## src/rtl/sync_fifo_flags.sv

```systemverilog
// Single-clock FIFO with registered read data, occupancy count,
// level flags decoded from the registered count, and sticky
// overflow/underflow error flags with a synchronous clear.
module sync_fifo_flags #(
    parameter int DEPTH     = 16,
    parameter int PTRWIDTH  = 4,
    parameter int DWIDTH    = 8,
    parameter int AFULL_TH  = 12,
    parameter int AEMPTY_TH = 2
) (
    input  logic                clk,
    input  logic                reset_L,
    input  logic                push,
    input  logic [DWIDTH-1:0]   wdata,
    input  logic                pop,
    output logic [DWIDTH-1:0]   rdata,
    output logic                full,
    output logic                empty,
    output logic                almost_full,
    output logic                almost_empty,
    output logic [PTRWIDTH:0]   count,
    output logic                overflow,
    output logic                underflow,
    input  logic                clr_err
);

    localparam logic [PTRWIDTH:0]   CNT_DEPTH = (PTRWIDTH+1)'(DEPTH);
    localparam logic [PTRWIDTH:0]   CNT_AFULL = (PTRWIDTH+1)'(AFULL_TH);
    localparam logic [PTRWIDTH:0]   CNT_AEMPT = (PTRWIDTH+1)'(AEMPTY_TH);
    localparam logic [PTRWIDTH:0]   CNT_ONE   = (PTRWIDTH+1)'(1);
    localparam logic [PTRWIDTH-1:0] PTR_ONE   = PTRWIDTH'(1);

    logic [DWIDTH-1:0]   mem [DEPTH];
    logic [PTRWIDTH-1:0] wrptr;
    logic [PTRWIDTH-1:0] rdptr;
    logic                push_acc;
    logic                pop_acc;
    logic                push_rej;
    logic                pop_rej;

    // Accept/reject decode. A push into a full FIFO is legal when a pop
    // frees the slot on the same edge; a pop never bypasses an empty FIFO.
    always_comb begin
        pop_acc  = pop & ~empty;
        push_acc = push & (~full | pop);
        push_rej = push & full & ~pop;
        pop_rej  = pop & empty;
    end

    // Level flags come from the registered count only, so there is no
    // combinational path from push/pop to any flag.
    always_comb begin
        full         = (count == CNT_DEPTH);
        empty        = (count == '0);
        almost_full  = (count >= CNT_AFULL);
        almost_empty = (count <= CNT_AEMPT);
    end

    // Storage write; memory contents are deliberately left unreset.
    always_ff @(posedge clk) begin
        if (push_acc)
            mem[wrptr] <= wdata;
    end

    // Write pointer wraps naturally at DEPTH = 2**PTRWIDTH.
    always_ff @(posedge clk or negedge reset_L) begin
        if (!reset_L)
            wrptr <= '0;
        else if (push_acc)
            wrptr <= wrptr + PTR_ONE;
    end

    // Read pointer and registered read data. When full with push and pop
    // together, wrptr == rdptr and the old entry is read here before the
    // write on the same edge lands.
    always_ff @(posedge clk or negedge reset_L) begin
        if (!reset_L) begin
            rdptr <= '0;
            rdata <= '0;
        end else if (pop_acc) begin
            rdptr <= rdptr + PTR_ONE;
            rdata <= mem[rdptr];
        end
    end

    // Occupancy: moves only when exactly one side is accepted.
    always_ff @(posedge clk or negedge reset_L) begin
        if (!reset_L)
            count <= '0;
        else if (push_acc && !pop_acc)
            count <= count + CNT_ONE;
        else if (pop_acc && !push_acc)
            count <= count - CNT_ONE;
    end

    // Sticky error flags; a new error wins over a clear in the same cycle.
    always_ff @(posedge clk or negedge reset_L) begin
        if (!reset_L) begin
            overflow  <= 1'b0;
            underflow <= 1'b0;
        end else begin
            overflow  <= push_rej | (overflow  & ~clr_err);
            underflow <= pop_rej  | (underflow & ~clr_err);
        end
    end

endmodule

```

## config.mk

```make
export PLATFORM = sky130hd
export DESIGN_NAME = sync_fifo_flags
export DESIGN_NICKNAME = d
export VERILOG_FILES = /design/src/rtl/sync_fifo_flags.sv
export SDC_FILE = /design/constraint.sdc
export NUM_CORES = 1
export LEC_CHECK = 0
export ABC_AREA = 1
export BUFFER_PORTS_ARGS = -buffer_cell sky130_fd_sc_hd__clkbuf_2
export CAP_MARGIN = 0
export CELL_PAD_IN_SITES_DETAIL_PLACEMENT = 2
export CELL_PAD_IN_SITES_GLOBAL_PLACEMENT = 2
export CORE_MARGIN = 2
export CORE_UTILIZATION = 43
export DETAILED_ROUTE_END_ITERATION = 8
export PLACE_DENSITY_LB_ADDON = 0.1
export SKIP_CTS_REPAIR_TIMING = 1
export SYNTH_ARGS = -nofsm -noshare
export SYNTH_HDL_FRONTEND = slang
export SYNTH_SLANG_ARGS = --single-unit
```

## constraint.sdc

```tcl
create_clock -name clk -period 3.9 [get_ports clk]
set_input_delay 0.585 -clock clk [delete_from_list [all_inputs] [get_ports clk]]
set_output_delay 0.585 -clock clk [all_outputs]
set_load 0.1 [all_outputs]
```

==> results_dict.tcl, run 1 <==
set metrics [dict create \
    synth_largest_type_area_fraction 0.571 \
    reg2regPathDepth 12 \
    grt_antenna_before_repair 0 \
    first_pass_detailed_route_iteration_total 5 \
    ys_async_sr_fraction 0.152 \
    cts_buffer_depth 2 \
    power.share.sequential 0.330 \
    clock_power_share 0.270 \
    placeableCoreArea_um2 15300 \
    number_of_global_route_vias_before_repair 5454 \
    yosys_warnings 0 \
    cts.reportedPaths.clkPinSlew_ps 60 \
    totalNegativeSetupSlack_ps 0 \
    worst-endpoint-required_ps 4270 \
    finalWirelength_mm 20.5 \
    final-setup-viol-count 0 \
    share_of_final_layout_standard_cells_stronger_than_drive_strength_1 0.105 \
    port_buffers 31 \
    detailedPlace.worstSlack_ps 1230 \
    whs_ps 168 \
    track_usage 0.266 \
    avgSynthCellArea_um2 10.0 \
    grt_first_pass_wirelength_mm 31.9 \
    cts_num_sinks 151 \
    max-slew-margin-rel 0.268 \
    start_util 0.441 \
    critPathMaxFanout 11 \
    final.min_clock_period_ps 2690 \
    hold_violations 0 \
    routedWlPerCell_um 22.2 \
    regArea_um2 4420 \
    end_kind "flip-flop" \
    rsz0062_at_grt "no" \
    cellPowerDensity_nw_per_um2 859 \
    vias_per_cell 5.20 \
    critPathLaunchType "flip-flop" \
    ioPinCount 32 \
    finalWorstSetupSlack_ps 1210 \
    cts.root.buffer_cell "clkbuf_16" \
    syn_inst 671 \
    final_net_count 722 \
    std_cell_rows 45 \
    vdd_ir_drop_max_uv 680 \
    synth_top_area_cell "edfxtp_1" \
    hold_path.class "in2async" \
    inserted_diodes 0 \
    vias 4799 \
    post-route-drc-count 0 \
    syn_nets 694 \
    outcome "finished, final reports clean" \
    ys_types 26 \
    power.net_switching_mw 2.94 \
    grt_max_degree 67 \
    cells_taking_the_most_area_after_synthesis "edfxtp_1 (57%), nand2_1 (12%), dfrtp_1 (8.6%)" \
    cts_inserted_buffers 17 \
    switching_share 0.447 \
    post_synthesis_instance_area_um2 6730 \
    worst_pin_slew_ps 1090 \
    routabilityCongestion 0.800 \
    edff_count_synth 128 \
    multi_input_logic_area_um2 1710 \
    maxSlewViolCount 0 \
    dieWidth_um 129 \
    insertion_delay_ps 430 \
    cell_internal_pwr_mw 3.64 \
    power.combinational.fraction 0.401 \
    post-layout-total-power_mw 6.57 \
    critical_path_arrival_ps 3050 \
    die-area_um2 16700 \
    final_antenna_net_count 0 \
    clock_skews_ps 9.48 \
    timing.final.crit_share 0.689 \
    synth_seq_area_share 0.657 \
    area_growth_synth_to_finish_pct 13.8 \
    ctsHtreeMaxLevel 4 \
    die_height_um 129 \
    tritoncts_clock_tree "built" \
    synth_seq_cells 151 \
    cellLeakagePower_nw 3.41 \
    fillers 1565 \
    grt_overflow_total 0 \
    cap_violations 0 \
    timing_worst_setup_path_type "reg2reg" \
    detail_route.iter0.violations 342 \
    max_clock_freq_ghz 0.372 \
    place.detailed.hpwl_mm 12.4 \
    dominantRegCellSynth "edfxtp_1" \
]
## cell families (layout without fill, tap and decap cells)
group | after synthesis | count (layout) | share of synthesized area
AND/OR/NAND/NOR | 342 | 342 | 0.211
buffers and inverters | 145 | 186 | 0.0893
XOR/XNOR | 8 | 8 | 0.0104
AO/OA/AOI/OAI | 15 | 15 | 0.0125
flip-flops | 151 | 151 | 0.657
adder cells (fa/ha/maj) | 10 | 10 | 0.0197
## stage by stage
step	util	cells	cell area (µm²)
finish	0.502	923	7660
global route	0.502	923	7660
CTS	0.502	923	7660
detailed placement	0.461	891	7030
global placement	0.461	891	7030
floorplan	-	671	6730
## worst paths after layout
kind | from | endpoint | slack [ps]
worst max-delay path | count[1] | count[4] | 1210
worst min-delay path | reset_L | rdata[7] | 170
worst max register to register | count[1] | count[4] | 1210
worst min register to register | rdata[5] | rdata[5] | 500
max in group asynchronous | reset_L | rdptr[0] | 3280
min in group clk | clr_err | overflow | 370
## critical path, stage by stage (launching register included)
cell	delay, ps
dfrtp_1	460
nor2_1	170
nand4_1	180
nand2_1	370
ha_1	280
inv_1	110
fa_1	420
a21oi_1	180
nor2_1	60
nor2_1	110
xor2_1	150
nand2_1	60
nand2_1	60
## registers in the layout (all words and copies together), names as in the netlist
register	flops
rdata	8
underflow	1
rdptr	4
count	5
wrptr	4
overflow	1
mem	128
## power by group through the flow
stage	Clock [mW]	Sequential (mW)	Combinational, mW
final	1.77	2.17	2.63
after global routing	1.86	2.19	2.87
after CTS	1.80	2.17	2.67
after detailed placement	0	2.19	2.58
after global placement	0	2.17	2.47
after floorplan	0	2.64	1.42
## placed cells by master (no fill, tap or decap), types with 2 or more instances in the layout
cell | netlist | layout
nor2_1 | 21 | 21
buf_4 | 7 | 5
nand2_1 | 216 | 216
clkbuf_2 | 0 | 31
edfxtp_1 | 128 | 128
clkinv_1 | 2 | 2
dfrtp_1 | 23 | 22
o21ai_1 | 2 | 2
inv_2 | 3 | 3
clkbuf_16 | 0 | 17
a21oi_1 | 2 | 2
ha_1 | 9 | 9
inv_6 | 0 | 5
o21ai_0 | 7 | 7
clkinv_2 | 0 | 3
nand3_1 | 101 | 101
inv_1 | 113 | 113
xor2_1 | 7 | 7
nand2_2 | 2 | 2
bufinv_16 | 0 | 4
## cell type report
cell class	instances	share of cell area
sequential	151	0.577
multi-input combinational	375	0.224
inverter	118	0.0578
clock buffer	18	0.0560
tap	211	0.0345
clock inverter	14	0.0255
timing repair buffer	36	0.0252
## synthesized netlist by cell type (2+ instances only)
cell,number
a21oi_1,2
buf_2,18
buf_4,7
clkinv_1,2
dfrtp_1,23
edfxtp_1,128
ha_1,9
inv_1,113
inv_2,3
nand2_1,216
nand2_2,2
nand3_1,101
nor2_1,21
o21ai_0,7
o21ai_1,2
xor2_1,7
## routing by layer
layer | GRT usage | wire length (µm)
met5 | 0 | 0
met4 | 0.103 | 578
met3 | 0.0475 | 858
met2 | 0.476 | 10800
met1 | 0.320 | 8270
(Power assumes the default switching activity.)
==> inputs of run 2 (changes only) <==
--- a/config.mk
+++ b/config.mk
@@ -11,7 +11,7 @@
 export CELL_PAD_IN_SITES_DETAIL_PLACEMENT = 2
 export CELL_PAD_IN_SITES_GLOBAL_PLACEMENT = 2
 export CORE_MARGIN = 2
-export CORE_UTILIZATION = 43
+export CORE_UTILIZATION = 40
 export DETAILED_ROUTE_END_ITERATION = 8
 export PLACE_DENSITY_LB_ADDON = 0.1
 export SKIP_CTS_REPAIR_TIMING = 1
==> constraint.sdc (replaced) <==
create_clock -name clk -period 2.69 [get_ports clk]
set_input_delay 0.4035 -clock clk [delete_from_list [all_inputs] [get_ports clk]]
set_output_delay 0.4035 -clock clk [all_outputs]
set_load 0.1 [all_outputs]
==> results_dict.tcl, run 2 (synthesis results as in run 1) <==
set metrics [dict create \
    die-area_um2 17900 \
    totalNegativeSetupSlack_ps 0 \
    routedWlPerCell_um 20.6 \
    ctsHtreeMaxLevel 4 \
    layout.cells.most_common "nand2_1" \
    rsz0062_at_grt "no" \
    non_filler_instance_count_after_layout 941 \
    dp_cells 909 \
    worst_pin_slew_ps 851 \
    hold_path.class "in2async" \
    max-slew-margin-rel 0.430 \
    hold_violations 0 \
    timing_worst_setup_path_type "reg2reg" \
    cts_inserted_buffers 17 \
    path_buf_inv 2 \
    vdd_ir_drop_max_uv 905 \
    crit-reg2reg-launch "count[4]" \
    reg2regPathDepth 12 \
    ff2ff_setup_slack_ps 330 \
    inserted_diodes 0 \
    final.min_clock_period_ps 2360 \
    start_util 0.407 \
    area_growth_synth_to_finish_pct 15.3 \
    max_ffs_per_register 128 \
    tritoncts_clock_tree "built" \
    vias_per_cell 5.03 \
    dpl_cell_area_um2 7190 \
    place.detailed.hpwl_mm 12.9 \
    grt_overflow_total 0 \
    grt_max_degree 35 \
    cts.root.buffer_cell "clkbuf_16" \
    final_net_count 731 \
    vias 4736 \
    share_of_final_layout_standard_cells_stronger_than_drive_strength_1 0.129 \
    r2r-end "count[4]" \
    cp_top_family "simple AND/OR/NAND/NOR gates" \
    placeableCoreArea_um2 16500 \
    die_height_um 134 \
    critPathLaunchType "flip-flop" \
    grt_antenna_before_repair 0 \
    final-setup-viol-count 0 \
    maxSlewViolCount 0 \
    clock_skews_ps 8.19 \
    largest_registers "mem: 128 flops, rdata: 8 flops, count: 5 flops" \
    post-route-drc-count 0 \
    final_antenna_net_count 0 \
    track_usage 0.235 \
    dieWidth_um 134 \
    timing.critical_path.cells "inv_1 -> nand4_1 -> nand2_1 -> ha_4 -> inv_4 -> fa_1 -> a21oi_2 -> nor2_1 -> nor2_1 -> xor2_1 -> nand2_1 -> nand2_1" \
    largest_reg_by_ff_count "mem" \
    insertion_delay_ps 420 \
    critical_path_arrival_ps 2720 \
    std_cell_rows 47 \
    cpMostUsedCell "nand2_1" \
    cts_buffer_depth 2 \
    cellPowerDensity_nw_per_um2 1200 \
    cap_violations 0 \
    max_clock_freq_ghz 0.424 \
    number_of_global_route_vias_before_repair 5364 \
    worst-endpoint-required_ps 3050 \
    timing.final.crit_share 0.877 \
    critPathMaxFanout 5 \
    cts.reportedPaths.clkPinSlew_ps 60 \
    crit_slowest_cell "dfrtp_4" \
    postLayoutCellArea_um2 7760 \
    finalWirelength_mm 19.4 \
    mostFrequentLayoutCells "nand2_1 (216), edfxtp_1 (128), inv_1 (112)" \
    ioPinCount 32 \
    cp_slowest_stage_delay_ps 510 \
    cts_num_sinks 151 \
    outcome "finished, final reports clean" \
    cellLeakagePower_nw 3.41 \
    routabilityCongestion 0.839 \
    end_kind "flip-flop" \
    first_pass_detailed_route_iteration_total 4 \
    grt_first_pass_wirelength_mm 30.9 \
    port_buffers 31 \
    detail_route.iter0.violations 240 \
]
## run 2: cell types whose count changed in the layout (fill, tap and decap cells not counted), moves of 3 or more
| cell | delta |
|---|---|
| clkinv_1 | +3 |
| buf_4 | +9 |
| dfrtp_1 | -5 |
| inv_6 | -5 |
| dfrtp_4 | +5 |
| clkinvlp_4 | +4 |
## run 2: how the worst max path moves through the flow
stage | start | end | slack (ps) | cells after the start
final | count[4] | count[4] | 330 | 12
after global routing | count[4] | count[4] | 170 | 12
after CTS | count[4] | count[4] | 290 | 12
after detailed placement | count[4] | count[4] | 320 | 12
after global placement | count[4] | count[4] | 440 | 12
after floorplan | count[2] | count[4] | -50 | 15
## run 2: final cells by class
| cell class | instances | area [µm²] |
|---|---|---|
| sequential | 151 | 4440 |
| tap | 220 | 275 |
| clock inverter | 15 | 138 |
| inverter | 118 | 448 |
| clock buffer | 17 | 425 |
| multi-input combinational | 375 | 1770 |
| fill | 1703 | 8770 |
| timing repair buffer | 45 | 260 |
## run 2: per-layer routing
metal	global-route usage	up-vias	share of wire
met4	0.0904	0	0.026
met1	0.296	2403	0.43
li1	-	2221	-
met3	0.0377	32	0.033
met5	0	-	0
met2	0.409	80	0.51
## run 2: power breakdown
part / switching [mW] / total [mW] / leakage (nW) / internal, mW
clock network: 0.943 / 2.29 / 0.263 / 1.35
logic: 2.91 / 3.81 / 1.71 / 0.890
registers: 0.292 / 3.21 / 1.43 / 2.92
total: 4.15 / 9.31 / 3.41 / 5.16
## run 2: worst register-to-register path: cells and delay by family, from the launching register on
| family | cells | cell delay, ps |
|---|---|---|
| adders and majority gates | 2 | 600 |
| xor gates and xnor gates | 1 | 160 |
| AOI/OAI and AO/OA | 1 | 130 |
| DFF | 1 | 510 |
| buffers and inverters | 2 | 220 |
| and+or+nand+nor | 6 | 670 |
## run 2: per-stage QoR
stage	hold slack, ps	utilization	power (mW)	worst slack (ps)
after global placement	457	0.435	6.94	444
after CTS	28.7	0.469	9.41	295
after detailed placement	472	0.435	7.09	316
final	5.16	0.469	9.31	330
after floorplan	108	-	5.98	-51.0
after global routing	32.3	0.469	9.88	167
==> inputs of run 3 (changes only) <==
--- a/config.mk
+++ b/config.mk
@@ -13,7 +13,7 @@
 export CORE_MARGIN = 2
 export CORE_UTILIZATION = 40
 export DETAILED_ROUTE_END_ITERATION = 8
-export PLACE_DENSITY_LB_ADDON = 0.1
+export PLACE_DENSITY_LB_ADDON = 0.05
 export SKIP_CTS_REPAIR_TIMING = 1
 export SYNTH_ARGS = -nofsm -noshare
 export SYNTH_HDL_FRONTEND = slang
==> results_dict.tcl, run 3 (synthesis results as in run 1) <==
set metrics [dict create \
    die-area_um2 17900 \
    die_height_um 134 \
    tritoncts_clock_tree "built" \
    worst-endpoint-required_ps 3050 \
    cellLeakagePower_nw 3.41 \
    inserted_diodes 0 \
    final_core_utilization 0.470 \
    detail_route.wirelength.met1_mm 8.86 \
    whs_ps -11.5 \
    detail_route.iter0.violations 238 \
    timing.final.crit_share 0.862 \
    vias 4666 \
    std_cell_rows 47 \
    largest_reg_by_ff_count "mem" \
    cts_num_sinks 151 \
    ctsHtreeMaxLevel 4 \
    grt_first_pass_wirelength_mm 31.3 \
    cts_inserted_buffers 17 \
    routedWlPerCell_um 21.2 \
    max_ffs_per_register 128 \
    critPathLaunchType "flip-flop" \
    critical_path_arrival_ps 2680 \
    ff2ff_setup_slack_ps 370 \
    cellPowerDensity_nw_per_um2 1220 \
    final-setup-viol-count 0 \
    dieWidth_um 134 \
    max_clock_freq_ghz 0.431 \
    power.combinational.fraction 0.411 \
    hold_violations 16 \
    insertion_delay_ps 430 \
    first_pass_detailed_route_iteration_total 4 \
    cts_buffer_depth 2 \
    power.net_switching_mw 4.20 \
    area_growth_synth_to_finish_pct 15.5 \
    vdd_ir_drop_max_uv 800 \
    track_usage 0.240 \
    post-route-drc-count 0 \
    post-layout-total-power_mw 9.47 \
    cts.reportedPaths.clkPinSlew_ps 60 \
    switching_share 0.444 \
    fillers 1742 \
    clock_skews_ps 8.21 \
    rsz0062_at_grt "no" \
    failed_checks "hold timing" \
    hold_path.class "in2async" \
    critPathMaxFanout 5 \
    routed-wl-met2_mm 10.1 \
    port_buffers 31 \
    cell_internal_pwr_mw 5.27 \
    clock_power_share 0.254 \
    cts.root.buffer_cell "clkbuf_16" \
    cap_violations 0 \
    final_net_count 728 \
    mostFrequentLayoutCells "nand2_1 (216), edfxtp_1 (128), inv_1 (112)" \
    place.detailed.hpwl_mm 13.3 \
    end_kind "flip-flop" \
    share_of_final_layout_standard_cells_stronger_than_drive_strength_1 0.126 \
    routabilityCongestion 0.846 \
    start_util 0.407 \
    timing_worst_setup_path_type "reg2reg" \
    power.share.sequential 0.335 \
    ioPinCount 32 \
    reg2regPathDepth 12 \
    final.min_clock_period_ps 2320 \
    wl_met3_um 509 \
    outcome "finished with violations" \
    grt_overflow_total 0 \
    largest_registers "mem: 128 flops, rdata: 8 flops, count: 5 flops" \
    r2r-end "count[4]" \
    top_layer "met4" \
    maxSlewViolCount 0 \
    number_of_global_route_vias_before_repair 5288 \
    worst_pin_slew_ps 935 \
    final_antenna_net_count 0 \
    vias_per_cell 4.98 \
    layout.cells.most_common "nand2_1" \
    finalWirelength_mm 19.8 \
    placeableCoreArea_um2 16500 \
    crit-reg2reg-launch "count[4]" \
    grt_max_degree 67 \
    max-slew-margin-rel 0.374 \
    grt_antenna_before_repair 1 \
]
[run 3: cell types whose count changed in the layout (fill, tap and decap cells not counted), moves of 2 or more]
cell / delta
buf_4: -4
clkinv_1: -2
clkinvlp_4: -2
inv_6: +2
[run 3: cell type report]
type	count	area, µm²	area share
Sequential cell	151	4440	0.572
Multi-Input combinational cell	375	1770	0.228
Inverter	118	448	0.0577
Clock buffer	18	429	0.0553
Tap cell	220	275	0.0354
Timing Repair Buffer	42	250	0.0322
Clock inverter	13	154	0.0198
[run 3: power groups by stage]
stage          clock network, mW  logic [mW]  registers (mW)
6_report                    2.40        3.89            3.17
5_1_grt                     2.52        4.27            3.21
4_1_cts                     2.43        3.95            3.18
3_5_place_dp                   0        3.92            3.22
3_3_place_gp                   0        3.77            3.18
2_1_floorplan                  0        2.11            3.88
[run 3: worst max-delay path by stage]
stage,start,end,slack (ps),cells after the start
6_report,count[4],count[4],370,12
5_1_grt,count[4],count[4],190,12
4_1_cts,count[4],count[4],370,12
3_5_place_dp,count[4],count[4],400,12
3_3_place_gp,count[4],count[4],460,12
2_1_floorplan,count[2],count[4],-50,15
[run 3: per-stage QoR]
step	TNS [ps]	std cells	cell area, µm²	hold slack (ps)	setup WS (ps)
final	0	937	7770	-11.5	370
after CTS	0	937	7770	9.33	367
after global placement	0	906	7180	451	460
after detailed placement	0	906	7180	462	395
after global routing	0	937	7770	19.4	191
after floorplan	-51.0	671	6820	108	-51.0
[run 3: layer usage]
metal  track usage  up-vias
met2         0.409       68
met4        0.0827        0
met1         0.316     2360
li1              -     2212
met5             0        -
met3        0.0354       26
[run 3: worst max-delay path: stages, from the launching register on]
cell	delay, ps
dfrtp_4	510
inv_1	140
nand4_1	170
nand2_1	170
ha_4	170
inv_4	50
fa_1	420
a21oi_2	140
nor2_1	50
nor2_1	130
xor2_1	160
nand2_1	80
nand2_1	60
